<file path="src/rtl/vga_scanout_if.sv">
// Screen-side frame-buffer read port plus VGA pixel/sync outputs of vga_scanout.
// master = scanout engine, slave = memory/display side.
interface vga_scanout_if;
    logic [14:0] rd_addr;
    logic [11:0] rd_data;
    logic [11:0] rgb;
    logic        hsync;
    logic        vsync;
    logic        de;
    logic        frame_start;

    modport master (
        output rd_addr, rgb, hsync, vsync, de, frame_start,
        input  rd_data
    );

    modport slave (
        input  rd_addr, rgb, hsync, vsync, de, frame_start,
        output rd_data
    );
endinterface

</file>
<file path="src/rtl/vga_scanout.sv">
// 800x600@72 VGA scanout reading a x4-upscaled 200x150 RGB444 frame buffer (1-clk read latency).
// Optional white one-pixel frame border: define VGA_BORDER_EN.
module vga_scanout #(
    parameter int unsigned H_ACTIVE    = 800,
    parameter int unsigned H_FP        = 56,
    parameter int unsigned H_SYNC      = 120,
    parameter int unsigned H_BP        = 64,
    parameter int unsigned V_ACTIVE    = 600,
    parameter int unsigned V_FP        = 37,
    parameter int unsigned V_SYNC      = 6,
    parameter int unsigned V_BP        = 23,
    parameter int unsigned SCALE_SHIFT = 2,
    parameter int unsigned FB_W        = H_ACTIVE >> SCALE_SHIFT
) (
    input  logic          clk,
    input  logic          rstn,
    vga_scanout_if.master bus
);
    localparam int unsigned H_TOTAL = H_ACTIVE + H_FP + H_SYNC + H_BP;
    localparam int unsigned V_TOTAL = V_ACTIVE + V_FP + V_SYNC + V_BP;
    localparam int unsigned HW      = $clog2(H_TOTAL);
    localparam int unsigned VW      = $clog2(V_TOTAL);

    localparam logic [HW-1:0] H_LAST     = HW'(H_TOTAL - 1);
    localparam logic [HW-1:0] H_ACT      = HW'(H_ACTIVE);
    localparam logic [HW-1:0] H_ACT_LAST = HW'(H_ACTIVE - 1);
    localparam logic [HW-1:0] HS_ON      = HW'(H_ACTIVE + H_FP);
    localparam logic [HW-1:0] HS_OFF     = HW'(H_ACTIVE + H_FP + H_SYNC);
    localparam logic [VW-1:0] V_LAST     = VW'(V_TOTAL - 1);
    localparam logic [VW-1:0] V_ACT      = VW'(V_ACTIVE);
    localparam logic [VW-1:0] VS_ON      = VW'(V_ACTIVE + V_FP);
    localparam logic [VW-1:0] VS_OFF     = VW'(V_ACTIVE + V_FP + V_SYNC);
    localparam logic [14:0]   ROW_STEP   = 15'(FB_W);

    logic [HW-1:0]          h_cnt;
    logic [VW-1:0]          v_cnt;
    logic                   active, hs, vs, fs, line_end, frame_end;
    logic [SCALE_SHIFT-1:0] x_sub, y_sub;
    logic [14:0]            x_img, row_base;
    logic [2:0]             act_d, hs_d, vs_d, fs_d;
    logic [11:0]            pix;

    always_comb begin
        active    = (h_cnt < H_ACT) && (v_cnt < V_ACT);
        hs        = (h_cnt >= HS_ON) && (h_cnt < HS_OFF);
        vs        = (v_cnt >= VS_ON) && (v_cnt < VS_OFF);
        fs        = (h_cnt == '0) && (v_cnt == '0);
        line_end  = (h_cnt == H_LAST);
        frame_end = line_end && (v_cnt == V_LAST);
    end

    always_ff @(posedge clk or negedge rstn) begin
        if (!rstn) begin
            h_cnt <= '0;
            v_cnt <= '0;
        end else if (line_end) begin
            h_cnt <= '0;
            v_cnt <= (v_cnt == V_LAST) ? '0 : v_cnt + 1'b1;
        end else begin
            h_cnt <= h_cnt + 1'b1;
        end
    end

    // Incremental address: x_img = h>>SCALE_SHIFT, row_base = (v>>SCALE_SHIFT)*FB_W.
    // row_base overshoots after the last visible line but is cleared at frame wrap before any use.
    always_ff @(posedge clk or negedge rstn) begin
        if (!rstn) begin
            x_sub       <= '0;
            x_img       <= '0;
            y_sub       <= '0;
            row_base    <= '0;
            bus.rd_addr <= '0;
        end else begin
            if (active) begin
                bus.rd_addr <= row_base + x_img;
                if (h_cnt == H_ACT_LAST) begin
                    x_sub <= '0;
                    x_img <= '0;
                    y_sub <= y_sub + 1'b1;
                    if (&y_sub)
                        row_base <= row_base + ROW_STEP;
                end else begin
                    x_sub <= x_sub + 1'b1;
                    if (&x_sub)
                        x_img <= x_img + 1'b1;
                end
            end
            if (frame_end) begin
                y_sub    <= '0;
                row_base <= '0;
            end
        end
    end

`ifdef VGA_BORDER_EN
    localparam logic [VW-1:0] V_ACT_LAST = VW'(V_ACTIVE - 1);
    logic       edge_px;
    logic [1:0] edge_d;

    always_comb begin
        edge_px = active && ((h_cnt == '0) || (h_cnt == H_ACT_LAST) ||
                             (v_cnt == '0) || (v_cnt == V_ACT_LAST));
    end

    always_ff @(posedge clk or negedge rstn) begin
        if (!rstn)
            edge_d <= '0;
        else
            edge_d <= {edge_d[0], edge_px};
    end

    always_comb pix = edge_d[1] ? 12'hFFF : bus.rd_data;
`else
    always_comb pix = bus.rd_data;
`endif

    // rgb is registered from stage 1 so it lines up with stage 2 of the flag pipeline.
    always_ff @(posedge clk or negedge rstn) begin
        if (!rstn) begin
            act_d   <= '0;
            hs_d    <= '0;
            vs_d    <= '0;
            fs_d    <= '0;
            bus.rgb <= '0;
        end else begin
            act_d   <= {act_d[1:0], active};
            hs_d    <= {hs_d[1:0], hs};
            vs_d    <= {vs_d[1:0], vs};
            fs_d    <= {fs_d[1:0], fs};
            bus.rgb <= act_d[1] ? pix : 12'h000;
        end
    end

    assign bus.de          = act_d[2];
    assign bus.hsync       = hs_d[2];
    assign bus.vsync       = vs_d[2];
    assign bus.frame_start = fs_d[2];
endmodule

</file>
<file path="src/flat_wrapper.sv">
// flat-port wrapper written by rule: the top's interface ports become plain ports
module vga_scanout_flat 
#(
    parameter int unsigned H_ACTIVE    = 800,
    parameter int unsigned H_FP        = 56,
    parameter int unsigned H_SYNC      = 120,
    parameter int unsigned H_BP        = 64,
    parameter int unsigned V_ACTIVE    = 600,
    parameter int unsigned V_FP        = 37,
    parameter int unsigned V_SYNC      = 6,
    parameter int unsigned V_BP        = 23,
    parameter int unsigned SCALE_SHIFT = 2,
    parameter int unsigned FB_W        = H_ACTIVE >> SCALE_SHIFT
)
  (clk, rstn, bus_rd_addr, bus_rgb, bus_hsync, bus_vsync, bus_de, bus_frame_start, bus_rd_data);
  vga_scanout_if bus_i ();
  input  logic clk;
  input  logic rstn;
  output wire logic [$bits(bus_i.rd_addr)-1:0] bus_rd_addr;
  output wire logic [$bits(bus_i.rgb)-1:0] bus_rgb;
  output wire logic [$bits(bus_i.hsync)-1:0] bus_hsync;
  output wire logic [$bits(bus_i.vsync)-1:0] bus_vsync;
  output wire logic [$bits(bus_i.de)-1:0] bus_de;
  output wire logic [$bits(bus_i.frame_start)-1:0] bus_frame_start;
  input wire logic [$bits(bus_i.rd_data)-1:0] bus_rd_data;
  assign bus_rd_addr = bus_i.rd_addr;
  assign bus_rgb = bus_i.rgb;
  assign bus_hsync = bus_i.hsync;
  assign bus_vsync = bus_i.vsync;
  assign bus_de = bus_i.de;
  assign bus_frame_start = bus_i.frame_start;
  assign bus_i.rd_data = bus_rd_data;
  vga_scanout #(.H_ACTIVE(H_ACTIVE), .H_FP(H_FP), .H_SYNC(H_SYNC), .H_BP(H_BP), .V_ACTIVE(V_ACTIVE), .V_FP(V_FP), .V_SYNC(V_SYNC), .V_BP(V_BP), .SCALE_SHIFT(SCALE_SHIFT), .FB_W(FB_W)) u_core (.clk(clk), .rstn(rstn), .bus(bus_i));
endmodule
</file>
<file path="config.mk">
export PLATFORM = sky130hd
export DESIGN_NAME = vga_scanout_flat
export DESIGN_NICKNAME = d
export VERILOG_FILES = /design/src/rtl/vga_scanout_if.sv /design/src/rtl/vga_scanout.sv /design/src/flat_wrapper.sv
export SDC_FILE = /design/constraint.sdc
export NUM_CORES = 1
export LEC_CHECK = 0
export CELL_PAD_IN_SITES_DETAIL_PLACEMENT = 1
export CELL_PAD_IN_SITES_GLOBAL_PLACEMENT = 2
export CORE_MARGIN = 2
export CORE_UTILIZATION = 37
export DETAILED_ROUTE_END_ITERATION = 7
export MAX_ROUTING_LAYER = met4
export PLACE_DENSITY = 0.92
export SYNTH_ARGS = -nofsm -noshare
export SYNTH_HDL_FRONTEND = slang
export SYNTH_SLANG_ARGS = --single-unit
export TNS_END_PERCENT = 50
</file>
<file path="constraint.sdc">
create_clock -name clk -period 2.45 [get_ports clk]
set_clock_uncertainty 0.15 [all_clocks]
set_input_delay 0.245 -clock clk [delete_from_list [all_inputs] [get_ports clk]]
set_output_delay 0.245 -clock clk [all_outputs]
set_load 0.1 [all_outputs]
</file>
==> impl.org <==
** Run status
- The flow ran to the end, and the final reports show no timing, DRC or antenna violations.

** Synth
- Unique masters post-synth :: 54
- Post-synthesis cell type with the largest combined area :: dfrtp_1
- Area fraction in compound gates after synthesis :: 11.45%
- Main flop type after synthesis :: dfrtp_1
- Counting flops with a built-in enable in the synthesized netlist gives 0.
- Counting every net in the synthesized netlist gives between 400 and 500.
- In the synthesized netlist, the number of instances is 448.
- Post-synthesis sequential area ratio :: between 50% and 60%
- Synthesized-area fraction occupied by and/or/nand/nor cells :: around 23%
- Library cell with the highest instance count after synthesis :: dfrtp_1
- Mean Syn Cell Area :: 10.14 µm²
- By area, the combinational part of the netlist is dominated by simple AND/OR/NAND/NOR gates.
- After synthesis, the largest area contributor takes up between 50% and 60% of total cell area.
- Sorting the synthesized cells by area gives the leading types as dfrtp_1 (50%), ha_1 (5.8%), nand2_1 (3.8%).
- Yosys synthesis warning count :: 0
- Async set-reset flop share out of synthesis :: 100.0%
- Cell area after synthesis :: between 4000 and 5000 µm²
- The synthesized design contains roughly 90 register bits.
- Multiplexer area fraction after synthesis :: 1.817%
- Post-synthesis share of cell area spent on xor and xnor gates :: between 5 and 6%
- Of the total synthesized cell area, the portion taken by full adders, half adders and majority gates is 5.782%.
- Most instantiated cells after synthesis :: dfrtp_1 (91), nand2_1 (46), o21ai_0 (33)

** Timing
- The number of failing hold endpoints at the final stage was 0.
- The max-slew violation count is 0.
- Max-slew headroom at the worst pin :: between 60% and 70%
- Share of the clock period used by the worst path after layout :: 93.12%
- RSZ-0062 raised after global routing :: no
- PnR worst setup slack :: 168.5 ps
- Total negative slack for setup checks :: 0 ps
- For this run, the top clock speed supported by timing is 438.3 MHz.
- Final critical path time including I/O delays and setup :: 2282 ps
- At the pin with the least slew margin, the transition time is 499.2 ps.
- Final setup fails :: 0

** GRT
- Number of antenna violations at the first check in global routing :: 0
- Via count of the first global-routing pass :: 3825
- Summed over all layers, the global routing overflow is 0.
- Total routing usage reported by global routing :: 18.38%
- The first global-routing pass estimated 18570 µm of wire.
- Entering global routing, the biggest net connects 72 pins.

** Clocking
- The root buffer cell chosen for the clock tree is clkbuf_16.
- Clk sinks :: 91
- Clock tree from TritonCTS :: yes
- Worst skew pair latency :: 350 ps
- The longest clock path from root to sink contains 2 buffers.
- The H-tree generated during clock tree synthesis spans 3 levels.
- Clock slew at the register clock pins of the worst setup and hold paths :: 70 ps
- The number of clock buffers added by TritonCTS is 9.

** Final layout
- Number of fill cells in the layout :: 1371
- Of the cells placed in the final design, the portion with a size suffix greater than 1 is between 15 and 20%.
- The final layout contains between 500 and 600 nets.
- Final core utilization :: 45.71%
- Area growth from synthesis to layout :: 20.82%
- The finished cells cover 5490 µm².
- The repair_antennas step left the layout with diodes totalling 0.

** Place
- Count of input and output buffers :: 44
- Routability-driven placement finished with a final weighted congestion of ~0.84.
- Half-perimeter wire length after detailed placement :: between 8000 and 9000 µm
- Total cell area at the placement stage :: 5164 µm²
- Post-Place Setup Slack :: between 80 and 90 ps

** Job
- The tool flagged a number of max-cap violations equal to 0.

** Route
- Detail Route Antenna Nets :: 0
- DR vias :: 3616
- Signal routing reaches up to met4.
- Routed length on met3 :: approximately 270 µm
- The first detailed-routing pass ran for 4 iterations.
- Sum of met2 wire segment lengths after detailed routing :: slightly below 6000 µm
- For this block, the initial DRC count from the detailed router was 173.
- Drt total wl :: 11030 µm
- DRC errors left :: 0
- The detailed router put a total of roughly 4800 µm of wire on met1.
- In the routed layout, each cell is associated on average with a via count of 5.495.
- Final routed wire length divided by cell count :: 16.76 µm

** Critical path
- Setup slack on the worst flop-to-flop path :: 170 ps
- Capture point of the worst reg-to-reg path :: u_core.bus.rd_addr[13]$_DFFE_PN0P_
- Worst endpoint data arrival time :: 2410 ps
- The worst setup path is of the reg -> reg kind.
- Largest fanout on the critical path :: 6
- Type of origin of the critical path :: register
- Required time of the critical path :: 2580 ps
- Beginning of the worst register-to-register path :: u_core.row_base[4]$_DFFE_PN0P_
- Worst r2r path cells :: 7
- STA classifies the critical path endpoint as a register.

** Power and ir drop
- The analysis attributes to cell leakage a power of 2.567 nW.
- After layout, the design draws a total of just over 3 mW.
- Worst ir drop on vdd :: 250.9 µV
- PD cells :: 561.1 nW/µm²

** Floorplan
- The region available for standard cell placement spans 12010 µm².
- Ports :: 45
- After floorplanning, the core was divided into 40 placement rows.
- Die boundary width :: approximately 110 µm
- The floorplan step defined a die boundary enclosing between 10000 and 15000 µm².
- Starting density of the core :: 37.83%
- Measured along the y axis, the die boundary spans 114.8 µm.

** Hold path
- In this run the worst hold path is classified as in -> async.
[per-layer routing]
metal	GRT usage [%]	vias to the layer above
met5	-	-
met3	2.425	13
met4	6.426	0
met2	32.58	57
li1	-	1714
met1	21.43	1832
[sequential cells by signal, indices dropped and copies added (netlist names)]
| name | cells |
|---|---|
| u_core.hs_d | 3 |
| u_core.y_sub | 2 |
| u_core.v_cnt | 10 |
| u_core.h_cnt | 11 |
| u_core.act_d | 3 |
| u_core.x_sub | 2 |
| u_core.bus.rd_addr | 15 |
| u_core.fs_d | 3 |
| u_core.bus.rgb | 12 |
| u_core.row_base | 12 |
| u_core.x_img | 15 |
| u_core.vs_d | 3 |
[worst max path at each step]
stage / from / depth (start not counted) / to / slack (ps)
2_1_floorplan: u_core.row_base[4]$_DFFE_PN0P_ / 6 / u_core.bus.rd_addr[14]$_DFFE_PN0P_ / 260
3_3_place_gp: u_core.row_base[4]$_DFFE_PN0P_ / 7 / u_core.bus.rd_addr[14]$_DFFE_PN0P_ / 120
3_5_place_dp: u_core.row_base[4]$_DFFE_PN0P_ / 7 / u_core.bus.rd_addr[14]$_DFFE_PN0P_ / 80
4_1_cts: u_core.row_base[4]$_DFFE_PN0P_ / 7 / u_core.bus.rd_addr[13]$_DFFE_PN0P_ / 40
5_1_grt: u_core.row_base[5]$_DFFE_PN0P_ / 7 / u_core.bus.rd_addr[12]$_DFFE_PN0P_ / 20
6_report: u_core.row_base[4]$_DFFE_PN0P_ / 7 / u_core.bus.rd_addr[13]$_DFFE_PN0P_ / 170
[timing repair]
item | 4_1_cts | 5_1_grt
setup buffers | 0 | 0
gates resized for setup | 0 | 3
hold endpoints to repair | 20 | 0
endpoints found under the setup margin | 0 | 4
hold buffers | 1 | 0
[kinds of logic (layout without fill, tap and decap cells)]
group,Yosys count,after routing
and+or+nand+nor,189,189
buffers and inverters,27,90
AOI/OAI and AO/OA,85,85
muxes,8,8
adders and majority gates,21,21
DFF,91,91
xor gates and xnor gates,27,27
[layout make-up]
class                   count  area [µm²]  area share [%]
flip-flops and latches     91        2277           41.48
multi-input cells         330        2158           39.31
repair buffers             63       518.0           9.435
clock buffers               9       225.2           4.102
well taps                 147       183.9           3.350
clock inverters             7       82.58           1.504
inverters                  11       45.04          0.8204
[report_power, final]
| group | internal, mW | switching, mW |
|---|---|---|
| Sequential | 1.51 | 0.00321 |
| Clock | 0.731 | 0.681 |
| Combinational | 0.0396 | 0.115 |
| Total | 2.28 | 0.800 |
[through the flow]
step	hold WS, ps	instances
after floorplan	-200.6	448
after CTS	180.7	658
final	174.6	658
after global placement	8.782	641
after detailed placement	13.94	641
after global routing	222.4	658
[critical path, cell delays in order (launching register included)]
cell       delay [ps]
dfrtp_1           420
ha_1              370
a211oi_2          270
o21ai_1           160
a2111oi_2         370
buf_4             210
o2111ai_1         150
nand3_1           130
[cell usage in the layout, fill, tap and decap left out, types with 3 or more instances in the layout]
cell type        synthesis  routed
or4_1                    3       3
ha_1                    21      21
nor2_1                  26      26
clkbuf_16                0       9
nor3_1                   8       8
nand3_1                 22      22
and2_1                  19      19
clkdlybuf4s50_1          0      12
o31ai_1                  4       4
nor2b_1                  5       5
xor2_1                  16      16
inv_1                   11      10
buf_4                    2      49
nand4_1                 11      11
dfrtp_1                 91      91
nand2b_1                 3       3
xnor2_1                 11      11
and4_1                   4       4
and3_1                   8       8
or3_1                   15      15
a21o_1                   3       3
a21oi_1                 25      25
o21ai_0                 33      32
nor3b_1                  5       5
nand2_1                 46      46
inv_8                    0       3
mux2i_1                  6       6
Note: power is estimated with default switching activity, not from simulation.
